<file path="config.mk">
export PLATFORM = sky130hd
export DESIGN_NAME = instr_decode_queue
export DESIGN_NICKNAME = d
export VERILOG_FILES = /design/src/rtl/rv32i_types.sv /design/src/rtl/instr_decode_queue_field_decode.sv /design/src/rtl/instr_decode_queue.sv
export SDC_FILE = /design/constraint.sdc
export NUM_CORES = 1
export LEC_CHECK = 0
export BUFFER_PORTS_ARGS = -buffer_cell sky130_fd_sc_hd__buf_4
export CORE_MARGIN = 4
export CORE_UTILIZATION = 31
export CTS_BUF_LIST = sky130_fd_sc_hd__clkbuf_8
export DETAILED_ROUTE_END_ITERATION = 7
export PLACE_DENSITY = 0.46
export SLEW_MARGIN = 15
export SYNTH_ARGS = -nofsm -noshare
export SYNTH_HDL_FRONTEND = slang
export SYNTH_SLANG_ARGS = --single-unit
</file>
<file path="constraint.sdc">
create_clock -name clk -period 8.67 [get_ports clk]
set_clock_uncertainty 0.2 [all_clocks]
set_input_delay 1.3005 -clock clk [delete_from_list [all_inputs] [get_ports clk]]
set_output_delay 1.3005 -clock clk [all_outputs]
set_load 0.1 [all_outputs]
</file>
<file path="src/rtl/rv32i_types.sv">
// Shared RV32I decode types: base opcodes, immediate formats and the decoded
// instruction bundle carried from fetch to issue.
package rv32i_types;

  // Widest PC the decoded bundle can carry; narrower PCs are zero-extended.
  localparam int PC_MAX_W = 32;

  typedef enum logic [6:0] {
    OPC_LOAD   = 7'h03,
    OPC_OP_IMM = 7'h13,
    OPC_AUIPC  = 7'h17,
    OPC_STORE  = 7'h23,
    OPC_OP     = 7'h33,
    OPC_LUI    = 7'h37,
    OPC_BR     = 7'h63,
    OPC_JALR   = 7'h67,
    OPC_JAL    = 7'h6F,
    OPC_SYSTEM = 7'h73
  } rv32i_opcode;

  typedef enum logic [2:0] {
    IMM_I,
    IMM_S,
    IMM_B,
    IMM_U,
    IMM_J,
    IMM_NONE
  } imm_fmt_t;

  typedef struct packed {
    logic [PC_MAX_W-1:0] pc;
    rv32i_opcode         opcode;
    logic [2:0]          funct3;
    logic [6:0]          funct7;
    logic [4:0]          rs1;
    logic [4:0]          rs2;
    logic [4:0]          rd;
    logic [31:0]         imm;
    logic                uses_rs1;
    logic                uses_rs2;
    logic                writes_rd;
    logic                illegal;
  } decoded_instr_t;

  // Assemble the sign-extended immediate for a given instruction format.
  function automatic logic [31:0] imm_extract(input logic [31:0] instr,
                                              input imm_fmt_t    fmt);
    logic [31:0] imm;
    imm = 32'h0;
    case (fmt)
      IMM_I:   imm = {{20{instr[31]}}, instr[31:20]};
      IMM_S:   imm = {{20{instr[31]}}, instr[31:25], instr[11:7]};
      IMM_B:   imm = {{19{instr[31]}}, instr[31], instr[7], instr[30:25],
                      instr[11:8], 1'b0};
      IMM_U:   imm = {instr[31:12], 12'h000};
      IMM_J:   imm = {{11{instr[31]}}, instr[31], instr[19:12], instr[20],
                      instr[30:21], 1'b0};
      default: imm = 32'h0;
    endcase
    return imm;
  endfunction

endpackage

</file>
<file path="src/rtl/instr_decode_queue_field_decode.sv">
// Combinational RV32I field decoder: splits an instruction word into register
// fields, usage flags and the format-selected immediate. The pc field is left
// zero; the queue fills it in from the fetch side.
module instr_field_decode
  import rv32i_types::*;
(
  input  logic [31:0]    i_instr,
  output decoded_instr_t o_dec
);

  imm_fmt_t w_fmt;
  logic     w_uses_rs1;
  logic     w_uses_rs2;
  logic     w_writes_rd;
  logic     w_known;

  // Classify the opcode into an immediate format and register-use pattern.
  always_comb begin
    w_fmt       = IMM_NONE;
    w_uses_rs1  = 1'b0;
    w_uses_rs2  = 1'b0;
    w_writes_rd = 1'b0;
    w_known     = 1'b1;
    case (i_instr[6:0])
      OPC_LUI, OPC_AUIPC: begin
        w_fmt       = IMM_U;
        w_writes_rd = 1'b1;
      end
      OPC_JAL: begin
        w_fmt       = IMM_J;
        w_writes_rd = 1'b1;
      end
      OPC_JALR, OPC_LOAD, OPC_OP_IMM, OPC_SYSTEM: begin
        w_fmt       = IMM_I;
        w_uses_rs1  = 1'b1;
        w_writes_rd = 1'b1;
      end
      OPC_STORE: begin
        w_fmt      = IMM_S;
        w_uses_rs1 = 1'b1;
        w_uses_rs2 = 1'b1;
      end
      OPC_BR: begin
        w_fmt      = IMM_B;
        w_uses_rs1 = 1'b1;
        w_uses_rs2 = 1'b1;
      end
      OPC_OP: begin
        w_fmt       = IMM_NONE;
        w_uses_rs1  = 1'b1;
        w_uses_rs2  = 1'b1;
        w_writes_rd = 1'b1;
      end
      default: begin
        w_known = 1'b0;
      end
    endcase
  end

  // Build the bundle; unused register fields are forced to zero so downstream
  // hazard logic never sees stale operand numbers.
  always_comb begin
    o_dec           = '0;
    o_dec.opcode    = rv32i_opcode'(i_instr[6:0]);
    o_dec.funct3    = i_instr[14:12];
    o_dec.funct7    = i_instr[31:25];
    o_dec.uses_rs1  = w_uses_rs1;
    o_dec.uses_rs2  = w_uses_rs2;
    o_dec.writes_rd = w_writes_rd;
    o_dec.rs1       = w_uses_rs1  ? i_instr[19:15] : 5'd0;
    o_dec.rs2       = w_uses_rs2  ? i_instr[24:20] : 5'd0;
    o_dec.rd        = w_writes_rd ? i_instr[11:7]  : 5'd0;
    o_dec.imm       = imm_extract(i_instr, w_fmt);
    o_dec.illegal   = !w_known || (i_instr[1:0] != 2'b11);
  end

endmodule

</file>
<file path="src/rtl/instr_decode_queue.sv">
// Decode stage between fetch and issue: decodes each RV32I word on enqueue and
// buffers the decoded bundles in a DEPTH-entry circular FIFO with valid/ready
// handshakes on both sides and a flush that empties everything.
module instr_decode_queue
  import rv32i_types::*;
#(
  parameter  int DEPTH = 4,
  parameter  int PC_W  = 32,
  localparam int CNT_W = $clog2(DEPTH + 1)
) (
  input  logic             clk,
  input  logic             rst,
  input  logic             flush,
  input  logic             in_valid,
  output logic             in_ready,
  input  logic [31:0]      in_instr,
  input  logic [PC_W-1:0]  in_pc,
  output logic             out_valid,
  input  logic             out_ready,
  output logic [PC_W-1:0]  out_pc,
  output rv32i_opcode      out_opcode,
  output logic [2:0]       out_funct3,
  output logic [6:0]       out_funct7,
  output logic [4:0]       out_rs1,
  output logic [4:0]       out_rs2,
  output logic [4:0]       out_rd,
  output logic [31:0]      out_imm,
  output logic             out_uses_rs1,
  output logic             out_uses_rs2,
  output logic             out_writes_rd,
  output logic             out_illegal,
  output logic [CNT_W-1:0] count
);

  localparam int PTR_W = (DEPTH > 1) ? $clog2(DEPTH) : 1;

  logic [PTR_W-1:0] r_head;
  logic [PTR_W-1:0] r_tail;
  logic [CNT_W-1:0] r_count;
  decoded_instr_t   r_mem [DEPTH];

  decoded_instr_t   w_dec;
  decoded_instr_t   w_entry;
  decoded_instr_t   w_head;
  logic             w_push;
  logic             w_pop;

  instr_field_decode u_decode (
    .i_instr (in_instr),
    .o_dec   (w_dec)
  );

  // Ready/valid come straight from the registered count, so out_ready never
  // reaches in_ready combinationally.
  assign in_ready  = (r_count != CNT_W'(DEPTH));
  assign out_valid = (r_count != '0);
  assign w_push    = in_valid && in_ready && !flush;
  assign w_pop     = out_valid && out_ready && !flush;
  assign count     = r_count;

  // Attach the fetch PC to the decoded fields before storing.
  always_comb begin
    w_entry    = w_dec;
    w_entry.pc = PC_MAX_W'(in_pc);
  end

  // Pointer and occupancy bookkeeping; flush outranks push and pop.
  always_ff @(posedge clk or negedge rst) begin
    if (!rst) begin
      r_head  <= '0;
      r_tail  <= '0;
      r_count <= '0;
    end else if (flush) begin
      r_head  <= '0;
      r_tail  <= '0;
      r_count <= '0;
    end else begin
      if (w_push) r_tail <= r_tail + PTR_W'(1);
      if (w_pop)  r_head <= r_head + PTR_W'(1);
      case ({w_push, w_pop})
        2'b10:   r_count <= r_count + CNT_W'(1);
        2'b01:   r_count <= r_count - CNT_W'(1);
        default: r_count <= r_count;
      endcase
    end
  end

  // Entry storage is data only and is deliberately left uncleared by reset.
  always_ff @(posedge clk) begin
    if (w_push) r_mem[r_tail] <= w_entry;
  end

  // Head entry drives the outputs unconditionally; they are meaningful only
  // while out_valid is high.
  always_comb begin
    w_head        = r_mem[r_head];
    out_pc        = PC_W'(w_head.pc);
    out_opcode    = w_head.opcode;
    out_funct3    = w_head.funct3;
    out_funct7    = w_head.funct7;
    out_rs1       = w_head.rs1;
    out_rs2       = w_head.rs2;
    out_rd        = w_head.rd;
    out_imm       = w_head.imm;
    out_uses_rs1  = w_head.uses_rs1;
    out_uses_rs2  = w_head.uses_rs2;
    out_writes_rd = w_head.writes_rd;
    out_illegal   = w_head.illegal;
  end

endmodule

</file>
==> out/metrics.csv, run 1 <==
metric;value;unit
status;completed;
hp-class;in2async;
crit_type;reg2out;
die-area;54100;µm²
cts.sinks;407;
synth_nets;759;
crit_top_cell;buf_4;
tightest_slew;1.06;ns
dr.pass1.iters;4;
rrSetupSlack;5.36;ns
ys_types;56;
clock_latency;0.61;ns
drt_iter0_markers;404;
synthFlopType;edfxtp_1;
drive_gt1_frac;0.414;
slew_headroom;0.292;
async_reset_ff_frac;0.0172;
grt_pass1_vias;8510;
rows;82;
yosysSeqAreaShare;0.779;
synth.area.top_cells;edfxtp_1, mux4_2, dfrtp_1;
yosys_warnings;0;
syn_area;15600;µm²
cts_made_buffers;71;
postSynthCellCount;685;
path_cells;buf_4 > mux4_2 > buf_4;
worstPathArrival;3.39;ns
p_leak;6.40;nW
core;50100;µm²
synth.most_common_cell;edfxtp_1;
syn_avg_cell_area;22.8;µm²
finalSetupTns;0;ns
cts.htree.levels;3;
design_area;19000;µm²
antenna_found_initial;2;
rsz0062_at_grt;no;
place_area;17700;µm²
grt_pass1_wl;52600;µm
ys_ff_latch;407;
period_needed;4.89;ns
synth_top_area_frac;0.768;
power-per-cell-area;334;nW/µm²
synth_top_cell_by_area;edfxtp_1;
finalWirelength;34900;µm
slowest_delay;1.08;ns
fin_nets;983;
finalSetupViolCount;0;
io_pins;174;
dpl.hpwl;19800;µm
drc_errors;0;
start_kind;flop;
fmax;204;MHz
place.gp.congestion;0.699;
grt-ovfl-total;0;
start_util;0.312;
ir_drop;0.268;mV
area_growth;21.5;%
vias;7500;
grt_max_degree;63;
routedWlPerCell;21.4;µm
endpoint_kind;primary output;
fin_crit_sh;0.564;
chipHeight;233;µm
postCtsSetupRepairBufs;0;
cpMaxStageDelayCell;dfrtp_4;
synth_edf_count;400;
portBuffers;173;
hold_buffers;0;
via_per_inst;4.59;
hold_viol;0;
clk_pin_slew_worst_paths;0.05;ns
cts_tree;done;
maxCapViolCount;0;
die_x;233;µm
synthTopCellsByCount;edfxtp_1, mux4_2, and2_1;
report.final.slew_viol_count;0;
cts-root-buf;clkbuf_8;
required;7.17;ns
cts_resized;0;
clock_path_buffers;3;
track_usage;0.130;
ant_nets;0;
crit_fanout;46;
## path summary, 6_finish.rpt
| kind | from | to | depth (start not counted) |
|---|---|---|---|
| max | r_head[0] | out_funct3[2] | 3 |
| min | rst | count[2] | 1 |
| max reg2reg | count[2] | r_mem[0][31] | 5 |
| min reg2reg | r_tail[1] | r_tail[1] | 2 |
| max in group asynchronous | rst | r_tail[0] | 1 |
| min in group clk | r_tail[1] | r_tail[1] | 2 |
## worst max-delay path: cells and delay by family, from the launching register on
family / cells / cell delay [ns]
buffers and inverters: 2 / 1.00
DFF: 1 / 1.08
muxes: 1 / 0.64
## state kept, by name, indices dropped and copies added (netlist names)
signal	flops
r_mem	400
count	3
r_head	2
r_tail	2
## cells by family after synthesis
group           Yosys count  synth area share
xor+xnor                  4           0.00224
flops                   407             0.779
fa+ha+maj                 5           0.00448
buf+inv                  46            0.0144
mux                     102             0.145
compound gates           50            0.0246
simple gates             71            0.0300
## area by class of cell
type                            instances  area (µm²)
Fill cell                            4693       31100
Sequential cell                       407       12200
Multi-Input combinational cell        232        3240
Timing Repair Buffer                  182        1370
Clock buffer                           73        1000
Tap cell                              672         841
Clock inverter                         53         300
Inverter                               15        56.3
Antenna cell                            1        2.50
## report_power, final
group	leakage, nW	internal [mW]	switching (mW)
clock	0.724	0.848	0.767
sequential	3.77	2.28	0.108
combinational	1.91	0.580	1.76
## per-stage QoR
stage	setup WS [ns]	util	power (mW)	hold slack, ns	std cells
finish	3.78	0.380	6.34	0.300	1635
global route	3.44	0.380	6.62	0.247	1635
CTS	3.54	0.380	6.46	0.220	1634
detailed placement	4.26	0.354	4.81	0.374	1508
global placement	4.27	0.354	4.81	0.370	1508
floorplan	3.35	-	4.32	0.343	685
## cells in the final DEF, fill, tap and decap left out, types with 3 or more instances in the layout
| cell | n |
|---|---|
| a21oi_1 | 9 |
| o21ai_1 | 10 |
| clkinv_1 | 18 |
| nor2_1 | 13 |
| inv_1 | 31 |
| clkbuf_8 | 73 |
| edfxtp_1 | 400 |
| a22o_1 | 4 |
| ha_1 | 4 |
| nand3_1 | 3 |
| clkinv_2 | 9 |
| and2_4 | 4 |
| clkinvlp_4 | 4 |
| and2_1 | 23 |
| buf_4 | 182 |
| dfrtp_1 | 5 |
| nand2_1 | 5 |
| mux4_2 | 100 |
| a21o_1 | 11 |
## layer usage
layer,global-route usage,wire [µm],up-vias
li1,-,-,3324
met1,0.167,14900,3933
met2,0.214,17300,187
met3,0.0343,1900,56
met4,0.0502,801,0
met5,0,0,-
(Power assumes the default switching activity.)
==> run 2: changes to the inputs <==
--- a/config.mk
+++ b/config.mk
@@ -5,12 +5,13 @@
 export SDC_FILE = /design/constraint.sdc
 export NUM_CORES = 1
 export LEC_CHECK = 0
+export ABC_AREA = 1
 export BUFFER_PORTS_ARGS = -buffer_cell sky130_fd_sc_hd__buf_4
 export CORE_MARGIN = 4
 export CORE_UTILIZATION = 31
 export CTS_BUF_LIST = sky130_fd_sc_hd__clkbuf_8
 export DETAILED_ROUTE_END_ITERATION = 7
-export PLACE_DENSITY = 0.46
+export PLACE_DENSITY = 0.47
 export SLEW_MARGIN = 15
 export SYNTH_ARGS = -nofsm -noshare
 export SYNTH_HDL_FRONTEND = slang
==> constraint.sdc (replaced) <==
create_clock -name clk -period 4.22 [get_ports clk]
set_clock_uncertainty 0.2 [all_clocks]
set_input_delay 0.633 -clock clk [delete_from_list [all_inputs] [get_ports clk]]
set_output_delay 0.633 -clock clk [all_outputs]
set_load 0.1 [all_outputs]
==> out/metrics.csv, run 2 <==
metric;value;unit;change
portBuffers;173;;unchanged
cts_tree;done;;
drc_errors;0;;unchanged
area_growth;24.5;%;
clk_pin_slew_worst_paths;0.06;ns;about the same
start_kind;flop;;
syn_avg_cell_area;13.0;µm²;-43%
status;completed;;
synth_edf_count;400;;unchanged
syn_area;16000;µm²;+2.6%
required;3.39;ns;-3.78 ns
endpoint_kind;primary output;;
chipHeight;236;µm;+1.2%
whs;0.0596;ns;-0.240 ns
finalSetupTns;0;ns;unchanged
hp-class;in2reg;;
vias;10600;;+41%
grt_max_degree;70;;+11%
grt_pass1_wl;65900;µm;+25%
maxCapViolCount;0;;unchanged
cts_made_buffers;75;;+5.6%
synth_top_area_frac;0.748;;-0.0193
start_util;0.313;;+0.000339
cts-root-buf;clkbuf_8;;
fin_crit_sh;0.904;;
power-per-cell-area;648;nW/µm²;+94%
async_reset_ff_frac;0.0172;;unchanged
largest_register_ffs;400;;unchanged
largest-register;r_mem;;
final_cell_mix;edfxtp_1, nor2_1, o21ai_0, buf_4, o22ai_1;;
drive_gt1_frac;0.200;;-0.214
cts.sinks;407;;unchanged
rsz0062_at_grt;no;;
crit_fanout;69;;+50%
ys_types;29;;-48%
fmax;262;MHz;
period_needed;3.81;ns;
clock_latency;0.63;ns;+0.02 ns
fin_nets;1545;;+57%
cts.htree.levels;3;;unchanged
tightest_slew;0.824;ns;-0.237 ns
place.gp.congestion;0.785;;+12%
antenna_found_initial;1;;-1
report.final.slew_viol_count;0;;unchanged
crit_type;reg2out;;
yosys_warnings;0;;unchanged
synth_top_cell_by_area;edfxtp_1;;
grt_pass1_vias;10500;;+23%
layout_commonest_cell;edfxtp_1;;
io_pins;174;;unchanged
synth.area.top_cells;edfxtp_1, o21ai_0, nor2_1;;
finalWirelength;43900;µm;+26%
die-area;55500;µm²;+2.5%
worstPathArrival;2.98;ns;-0.41 ns
cts_resized;0;;unchanged
ys_ff_latch;407;;unchanged
via_per_inst;4.80;;+4.6%
yosysSeqAreaShare;0.759;;-0.0196
hold_viol;0;;unchanged
routedWlPerCell;19.9;µm;-6.9%
p_leak;7.19;nW;+12%
synthFlopType;edfxtp_1;;
postSynthCellCount;1233;;+80%
synth_nets;1307;;+72%
core;51300;µm²;+2.5%
dr.pass1.iters;5;;+1
grt-ovfl-total;0;;unchanged
dpl.hpwl;26000;µm;+31%
clock_path_buffers;3;;unchanged
die_x;236;µm;+1.2%
synthTopCellsByCount;edfxtp_1, nor2_1, o21ai_0;;
ant_nets;0;;unchanged
rows;83;;+1.2%
ir_drop;0.486;mV;+82%
track_usage;0.154;;+0.0236
synth.most_common_cell;edfxtp_1;;
slew_headroom;0.451;;+0.158
finalSetupViolCount;0;;unchanged
drt_iter0_markers;757;;+87%
rrSetupSlack;1.58;ns;-3.78 ns
diodes;0;;-1
-- run 2: final timing paths --
| check | from | to | depth (start not counted) |
|---|---|---|---|
| max in group asynchronous | rst | r_head[1] | 2 |
| worst max register to register | count[0] | r_mem[2][63] | 7 |
| worst min-delay path | in_instr[14] | r_mem[3][60] | 1 |
| min in group asynchronous | rst | r_head[0] | 2 |
| worst max-delay path | r_head[0] | out_funct7[3] | 5 |
| worst min register to register | count[1] | count[1] | 2 |
-- run 2: timing repair --
action / 4_1_cts / 5_1_grt
endpoints found under the hold margin: 164 / 0
hold buffers: 41 / 0
buffers inserted: 0 / 0
-- run 2: final cells by class --
| class | instances | area (µm²) |
|---|---|---|
| Fill cell | 4962 | 31300 |
| Tap cell | 680 | 851 |
| Timing Repair Buffer | 235 | 1980 |
| Clock buffer | 77 | 1060 |
| Clock inverter | 58 | 298 |
| Inverter | 51 | 196 |
| Multi-Input combinational cell | 701 | 3400 |
| Sequential cell | 407 | 12200 |
-- run 2: kinds of logic after synthesis --
group                      synth area share
AOI/OAI and AO/OA                     0.107
buffers and inverters                0.0310
adders and majority gates           0.00437
DFF                                   0.759
xor gates and xnor gates           0.000546
and+or+nand+nor                      0.0975
-- run 2: power by group --
| part | leakage, nW | switching, mW | total [mW] | internal, mW |
|---|---|---|---|---|
| combinational | 2.72 | 3.88 | 4.77 | 0.886 |
| clock | 0.751 | 1.62 | 3.44 | 1.82 |
| sequential | 3.72 | 0.126 | 4.73 | 4.60 |
| total | 7.19 | 5.63 | 12.9 | 7.31 |
-- run 2: layer usage --
metal  wire [µm]  share of wire  up-vias  track usage
li1            -              -     5001            -
met1       20000           0.46     5191        0.212
met2       20000           0.46      337        0.236
met3        3070          0.070       64       0.0478
met4         812          0.018        2       0.0450
met5          14        0.00032        -            0
-- run 2: critical path: stages, from the launching register on --
cell and delay (ns):
dfrtp_4 0.75, inv_6 0.40, buf_4 0.38, o21ai_0 0.13, o22ai_1 0.25, buf_4 0.35
-- run 2: per-stage QoR --
stage	power, mW	worst slack, ns	util	std cells	cell area [µm²]
floorplan	8.41	0.133	-	1233	16100
global placement	9.60	1.10	0.355	2033	18200
detailed placement	9.61	1.03	0.355	2033	18200
CTS	13.1	0.321	0.389	2209	20000
global route	13.5	0.201	0.389	2209	20000
finish	12.9	0.407	0.389	2209	20000
